**src/rtl/approx_add_rr_arbiter.sv**
```systemverilog
// -----------------------------------------------------------------------------
// approx_add_rr_arbiter
//
// Purpose:
//   Shares one registered approximate/exact adder among NREQ requesters.
//   A round-robin arbiter grants at most one request per cycle. The granted
//   operands are added in the same cycle and captured, with the requester ID,
//   in a single-entry result register that honours consumer backpressure.
//   The approximate adder has an exact upper part of W-APPROX_L bits and an
//   OR-based low part of APPROX_L bits with no carry into the upper part.
//
// Ports:
//   clk        in   1        rising-edge clock
//   rst        in   1        synchronous active-high reset
//   req_valid  in   NREQ     request pending, one bit per requester
//   req_ready  out  NREQ     one-hot grant (zero when no issue is possible)
//   req_a      in   NREQ*W   packed operand A, requester i at [i*W +: W]
//   req_b      in   NREQ*W   packed operand B, same packing
//   req_exact  in   NREQ     1 = exact add, 0 = approximate add
//   rsp_valid  out  1        result register holds a valid result
//   rsp_ready  in   1        consumer accepts the result
//   rsp_id     out  IDW      requester that owns the result
//   rsp_sum    out  W+1      result including carry-out
// -----------------------------------------------------------------------------
module approx_add_rr_arbiter #(
  parameter int NREQ     = 4,
  parameter int W        = 16,
  parameter int APPROX_L = 12,
  parameter int IDW      = 2
) (
  input  logic              clk,
  input  logic              rst,
  input  logic [NREQ-1:0]   req_valid,
  output logic [NREQ-1:0]   req_ready,
  input  logic [NREQ*W-1:0] req_a,
  input  logic [NREQ*W-1:0] req_b,
  input  logic [NREQ-1:0]   req_exact,
  output logic              rsp_valid,
  input  logic              rsp_ready,
  output logic [IDW-1:0]    rsp_id,
  output logic [W:0]        rsp_sum
);

  localparam int L = APPROX_L;

  logic             r_rsp_valid;
  logic [IDW-1:0]   r_rsp_id;
  logic [W:0]       r_rsp_sum;
  logic [IDW-1:0]   r_ptr;

  logic             w_can_issue;
  logic             w_found;
  logic             w_xfer;
  logic [NREQ-1:0]  w_grant;
  logic [IDW-1:0]   w_gid;
  logic [IDW-1:0]   w_idx;
  logic [IDW-1:0]   w_ptr_next;

  logic [W-1:0]     w_a;
  logic [W-1:0]     w_b;
  logic             w_exact;
  logic [W:0]       w_sum_exact;
  logic [W:0]       w_sum_approx;
  logic [W:0]       w_sum;
  logic             w_and_seen;

  // A new result may be captured when the register is empty or being drained.
  assign w_can_issue = !r_rsp_valid || rsp_ready;

  // Round-robin search starting at r_ptr, wrapping at NREQ-1. Depends only on
  // req_valid, r_ptr and w_can_issue, never on operand data.
  always_comb begin
    // NOTE: every variable gets a default before any conditional assignment,
    // otherwise synthesis infers a latch to hold the old value.
    w_grant = '0;
    w_gid   = '0;
    w_found = 1'b0;
    w_idx   = r_ptr;
    for (int k = 0; k < NREQ; k++) begin
      if (!w_found && req_valid[w_idx]) begin
        w_found = 1'b1;
        w_gid   = w_idx;
      end
      w_idx = (w_idx == IDW'(NREQ - 1)) ? '0 : w_idx + 1'b1;
    end
    if (w_found && w_can_issue && !rst) begin
      w_grant[w_gid] = 1'b1;
    end
  end

  assign req_ready  = w_grant;
  assign w_xfer     = |w_grant;
  assign w_ptr_next = (w_gid == IDW'(NREQ - 1)) ? '0 : w_gid + 1'b1;

  // Operand mux for the granted requester.
  assign w_a     = req_a[w_gid*W +: W];
  assign w_b     = req_b[w_gid*W +: W];
  assign w_exact = req_exact[w_gid];

  // Approximate low part: bit i is a|b, forced to 1 if any higher low-part
  // position generates (a&b). Scanning from the top keeps a running flag of
  // "a generate exists strictly above this bit".
  always_comb begin
    w_sum_exact  = {1'b0, w_a} + {1'b0, w_b};
    w_sum_approx = '0;
    w_and_seen   = 1'b0;
    w_sum_approx[W:L] = {1'b0, w_a[W-1:L]} + {1'b0, w_b[W-1:L]};
    for (int i = L - 1; i >= 0; i--) begin
      w_sum_approx[i] = w_a[i] | w_b[i] | w_and_seen;
      w_and_seen      = w_and_seen | (w_a[i] & w_b[i]);
    end
    w_sum = w_exact ? w_sum_exact : w_sum_approx;
  end

  // A capture has priority over a pop: same-cycle pop and accept simply
  // overwrites the register, giving one result per cycle.
  always_ff @(posedge clk) begin
    // NOTE: sequential state uses non-blocking assignments so all registers
    // update from pre-edge values, independent of statement order.
    if (rst) begin
      r_rsp_valid <= 1'b0;
      r_rsp_id    <= '0;
      r_rsp_sum   <= '0;
      r_ptr       <= '0;
    end else if (w_xfer) begin
      r_rsp_valid <= 1'b1;
      r_rsp_id    <= w_gid;
      r_rsp_sum   <= w_sum;
      r_ptr       <= w_ptr_next;
    end else if (r_rsp_valid && rsp_ready) begin
      r_rsp_valid <= 1'b0;
    end
  end

  assign rsp_valid = r_rsp_valid;
  assign rsp_id    = r_rsp_id;
  assign rsp_sum   = r_rsp_sum;

endmodule

```
**config.mk**
```make
export PLATFORM = sky130hd
export DESIGN_NAME = approx_add_rr_arbiter
export DESIGN_NICKNAME = d
export VERILOG_FILES = /design/src/rtl/approx_add_rr_arbiter.sv
export SDC_FILE = /design/constraint.sdc
export NUM_CORES = 1
export LEC_CHECK = 0
export BUFFER_PORTS_ARGS = -buffer_cell sky130_fd_sc_hd__buf_4
export CAP_MARGIN = 20
export CORE_UTILIZATION = 45
export DETAILED_ROUTE_END_ITERATION = 8
export GPL_TIMING_DRIVEN = 0
export PLACE_DENSITY = 0.79
export SETUP_SLACK_MARGIN = 0.5
export SLEW_MARGIN = 40
export SYNTH_ARGS = -nofsm -noshare
export SYNTH_HDL_FRONTEND = slang
export SYNTH_SLANG_ARGS = --single-unit
export TNS_END_PERCENT = 30
```
**constraint.sdc**
```tcl
create_clock -name clk -period 5.68 [get_ports clk]
set_clock_uncertainty 0.1 [all_clocks]
set_input_delay 0.284 -clock clk [delete_from_list [all_inputs] [get_ports clk]]
set_output_delay 0.284 -clock clk [all_outputs]
set_load 0.005 [all_outputs]
```
==> results.ini <==
[synth]
synth_cell_types=59
synth_nets=733
async_flop_share_pct=0
synth_commonest_cells=nand2_1 (148), a21oi_1 (71), inv_1 (34)
synth_most_common_cell=nand2_1
synthCells=559
ys_seq_area_share_pct=12.46
yosysTopAreaCell=nand2_1
ys_seq_elements=22
synth_ff_type=dfxtp_1
synth.area.top_cells=nand2_1 (16%), dfxtp_1 (12%), ha_1 (12%)
yosys_warnings=0
synth_top_area_share_pct=15.72
syn_area_per_cell_sq_um=6.321
syn_area_sq_um=3533
synth_edf_count=0

[die]
die_y_microns=90.61
dieArea_sq_um=8210
std_cell_rows=31
core-area_sq_um=7408
die-width_microns=90.61
start_util_pct=47.69
pin_count=163

[setup_path]
reg2reg_depth=22
crit_path_end_kind=flop
start_kind=flop
worstPathArrival_ns=4.91
crit_type=reg -> reg
required_ns=5.74
critPathMaxFanout=10
r2r_start=r_ptr[0]$_SDFFE_PP0P_
rrSetupSlack_ns=0.83
r2r_end=rsp_sum[16]$_SDFFE_PP0P_

[cells_and_area]
drive_above_1_share_pct=32.28
final_nets=903
n_fill_cell=691
fin_area_sq_um=5042
n_antenna_cell=0
utilization_pct=68.06
areaGrowthSynthToFinish_pct=42.71

[pwr]
power_mw=3.661
comb_power_share_pct=88.6
power.switching_mw=1.957
switching_share_pct=53.46
p_clk_share_pct=4.0
intPower_mw=1.704
pwr_density_cell_nw_per_um2=726.1
leakage_nw=2.504
pwr-share-seq_pct=7.4
vdd_ir_drop_max_mv=0.3124

[clock_network]
clk_latency_ns=0.27
root_buffer=clkbuf_8
clkSinkCount=22
h-tree-depth=1
clockBufferDepth=2
ctsHoldBuffers=0
clk_pin_slew_ns=0.08
numCtsBuffers=3
cts_tree=built

[placement]
placed_area_sq_um=4866
dp.final_hpwl_microns=9868
gp_congestion=0.9313
portBuffers=161

[sta]
hold_viol=0
rsz0062_at_grt=no
finalCriticalPeriod_ns=4.852
max_slew_margin_pct=62.51
worst_slew_pin_slew_ns=0.5623
min_period_over_period_pct=85.43
setup_violations=0
clock.fmax_mhz=206.1
setup_tns_ns=0
slew_violations=0

[min_path]
holdCritStartpoint=rst
hold_class=in -> reg
min_delay_worst_endpoint=rsp_sum[15]$_SDFFE_PP0P_
whs_path_depth=3

[route]
wl_per_cell_microns=14.82
first_pass_iters=5
drt_wl_total_microns=12260
ant_nets=0
drcViolationCount=0
drt_iter0_markers=218
via_count=4587
avgViaCountPerCell=5.547

[grt]
gr-total-overflow=0
grt_use_total_pct=29.88
grt_max_degree=14
antenna_found_initial=0
grt_pass1_wl_microns=20420
grt_pass1_vias=4514

[flow_run]
drv_cap=0

[status]
status=finished, final reports clean

-- worst max-delay path by stage --
stage | slack, ns | to | from | depth (start not counted)
global placement | 0.48 | rsp_sum[11]$_SDFFE_PP0P_ | r_ptr[0]$_SDFFE_PP0P_ | 20
floorplan | 1.20 | rsp_sum[11]$_SDFFE_PP0P_ | r_ptr[0]$_SDFFE_PP0P_ | 22
CTS | 0.44 | rsp_sum[11]$_SDFFE_PP0P_ | r_ptr[0]$_SDFFE_PP0P_ | 21
detailed placement | 0.29 | rsp_sum[11]$_SDFFE_PP0P_ | r_ptr[0]$_SDFFE_PP0P_ | 20
global route | 0.41 | rsp_sum[11]$_SDFFE_PP0P_ | r_ptr[0]$_SDFFE_PP0P_ | 22
finish | 0.83 | rsp_sum[16]$_SDFFE_PP0P_ | r_ptr[0]$_SDFFE_PP0P_ | 22
-- stage by stage --
stage / hold slack [ns] / cells / setup slack (ns)
2_1_floorplan: 0.3483 / 559 / 1.198
3_3_place_gp: 0.3480 / 819 / 0.4785
3_5_place_dp: 0.3500 / 819 / 0.2924
4_1_cts: 0.2127 / 823 / 0.4449
5_1_grt: 0.2164 / 827 / 0.4149
6_report: 0.2150 / 827 / 0.8277
-- cells by family (layout without fill, tap and decap cells) --
group           after synthesis  in the layout  synth area share [%]
compound gates              156            156                 28.97
flops                        22             22                 12.46
mux                           5              5                 2.054
xor+xnor                      8              8                 1.983
simple gates                259            259                 33.39
fa+ha+maj                    35             35                 12.82
buf+inv                      74            243                 8.322
-- sequential cells by signal (all words and copies together) (netlist names) --
register,cells
r_ptr,2
rsp_id,2
rsp_sum,17
rsp_valid,1
-- power groups by stage --
stage                     Sequential (mW)  Combinational [mW]  Clock (mW)
final                               0.271                3.24       0.148
after global routing                0.279                3.62       0.156
after CTS                           0.269                3.11       0.148
after detailed placement            0.272                3.09           0
after global placement              0.270                2.99           0
after floorplan                     0.268                2.29           0
-- critical path: stages, from the launching register on --
cell      delay (ns)
dfxtp_2         0.36
ha_1            0.20
buf_2           0.17
nor2_2          0.25
nand2_1         0.13
o221ai_1        0.19
o31a_1          0.28
o21ai_4         0.15
inv_2           0.19
buf_2           0.26
a21oi_1         0.07
or2_2           0.30
ha_1            0.24
inv_1           0.08
fa_1            0.20
nor2b_1         0.07
o21a_1          0.18
o211ai_1        0.24
a31oi_2         0.16
nor2b_1         0.17
or3_1           0.40
a41oi_1         0.24
o21ai_0         0.11
-- cell usage in the layout, fill, tap and decap left out, types with 6 or more instances in the layout --
cell type / Yosys / final
clkbuf_2: 0 / 11
or2_2: 15 / 15
o211ai_1: 12 / 12
a21o_1: 6 / 6
o21ai_0: 12 / 12
inv_1: 34 / 34
nand3_1: 8 / 8
a31oi_1: 13 / 11
clkbuf_1: 21 / 9
nor2_1: 32 / 30
o221ai_1: 9 / 9
dfxtp_1: 22 / 20
nand2_1: 148 / 148
ha_1: 33 / 33
nand3b_1: 7 / 7
buf_4: 1 / 166
buf_2: 10 / 13
a21oi_1: 71 / 71
and3_1: 12 / 12
nor3_1: 6 / 6
-- per-layer routing --
metal / track usage [%] / vias to the layer above / part of all wire [%]
met5: 0 / - / 0
met4: 11.69 / 0 / 3.2
met3: 3.283 / 30 / 6.2
met2: 53.66 / 187 / 49
met1: 36.07 / 2098 / 41
li1: - / 2272 / -
-- area by class of cell --
| class | count | area, sq um | area share, % |
|---|---|---|---|
| multi-input combinational | 463 | 2846 | 56.45 |
| timing repair buffer | 165 | 1239 | 24.57 |
| sequential | 22 | 442.9 | 8.784 |
| buffer | 37 | 180.2 | 3.573 |
| inverter | 37 | 138.9 | 2.754 |
| tap | 99 | 123.9 | 2.457 |
| clock buffer | 3 | 41.29 | 0.8189 |
| clock inverter | 1 | 30.03 | 0.5955 |
-- timing repair --
item,CTS,global route
endpoints found under the setup margin,8,17
gates resized for setup,7,32
pin swaps,1,1
buffers inserted,0,4
(Power assumes the default switching activity.)
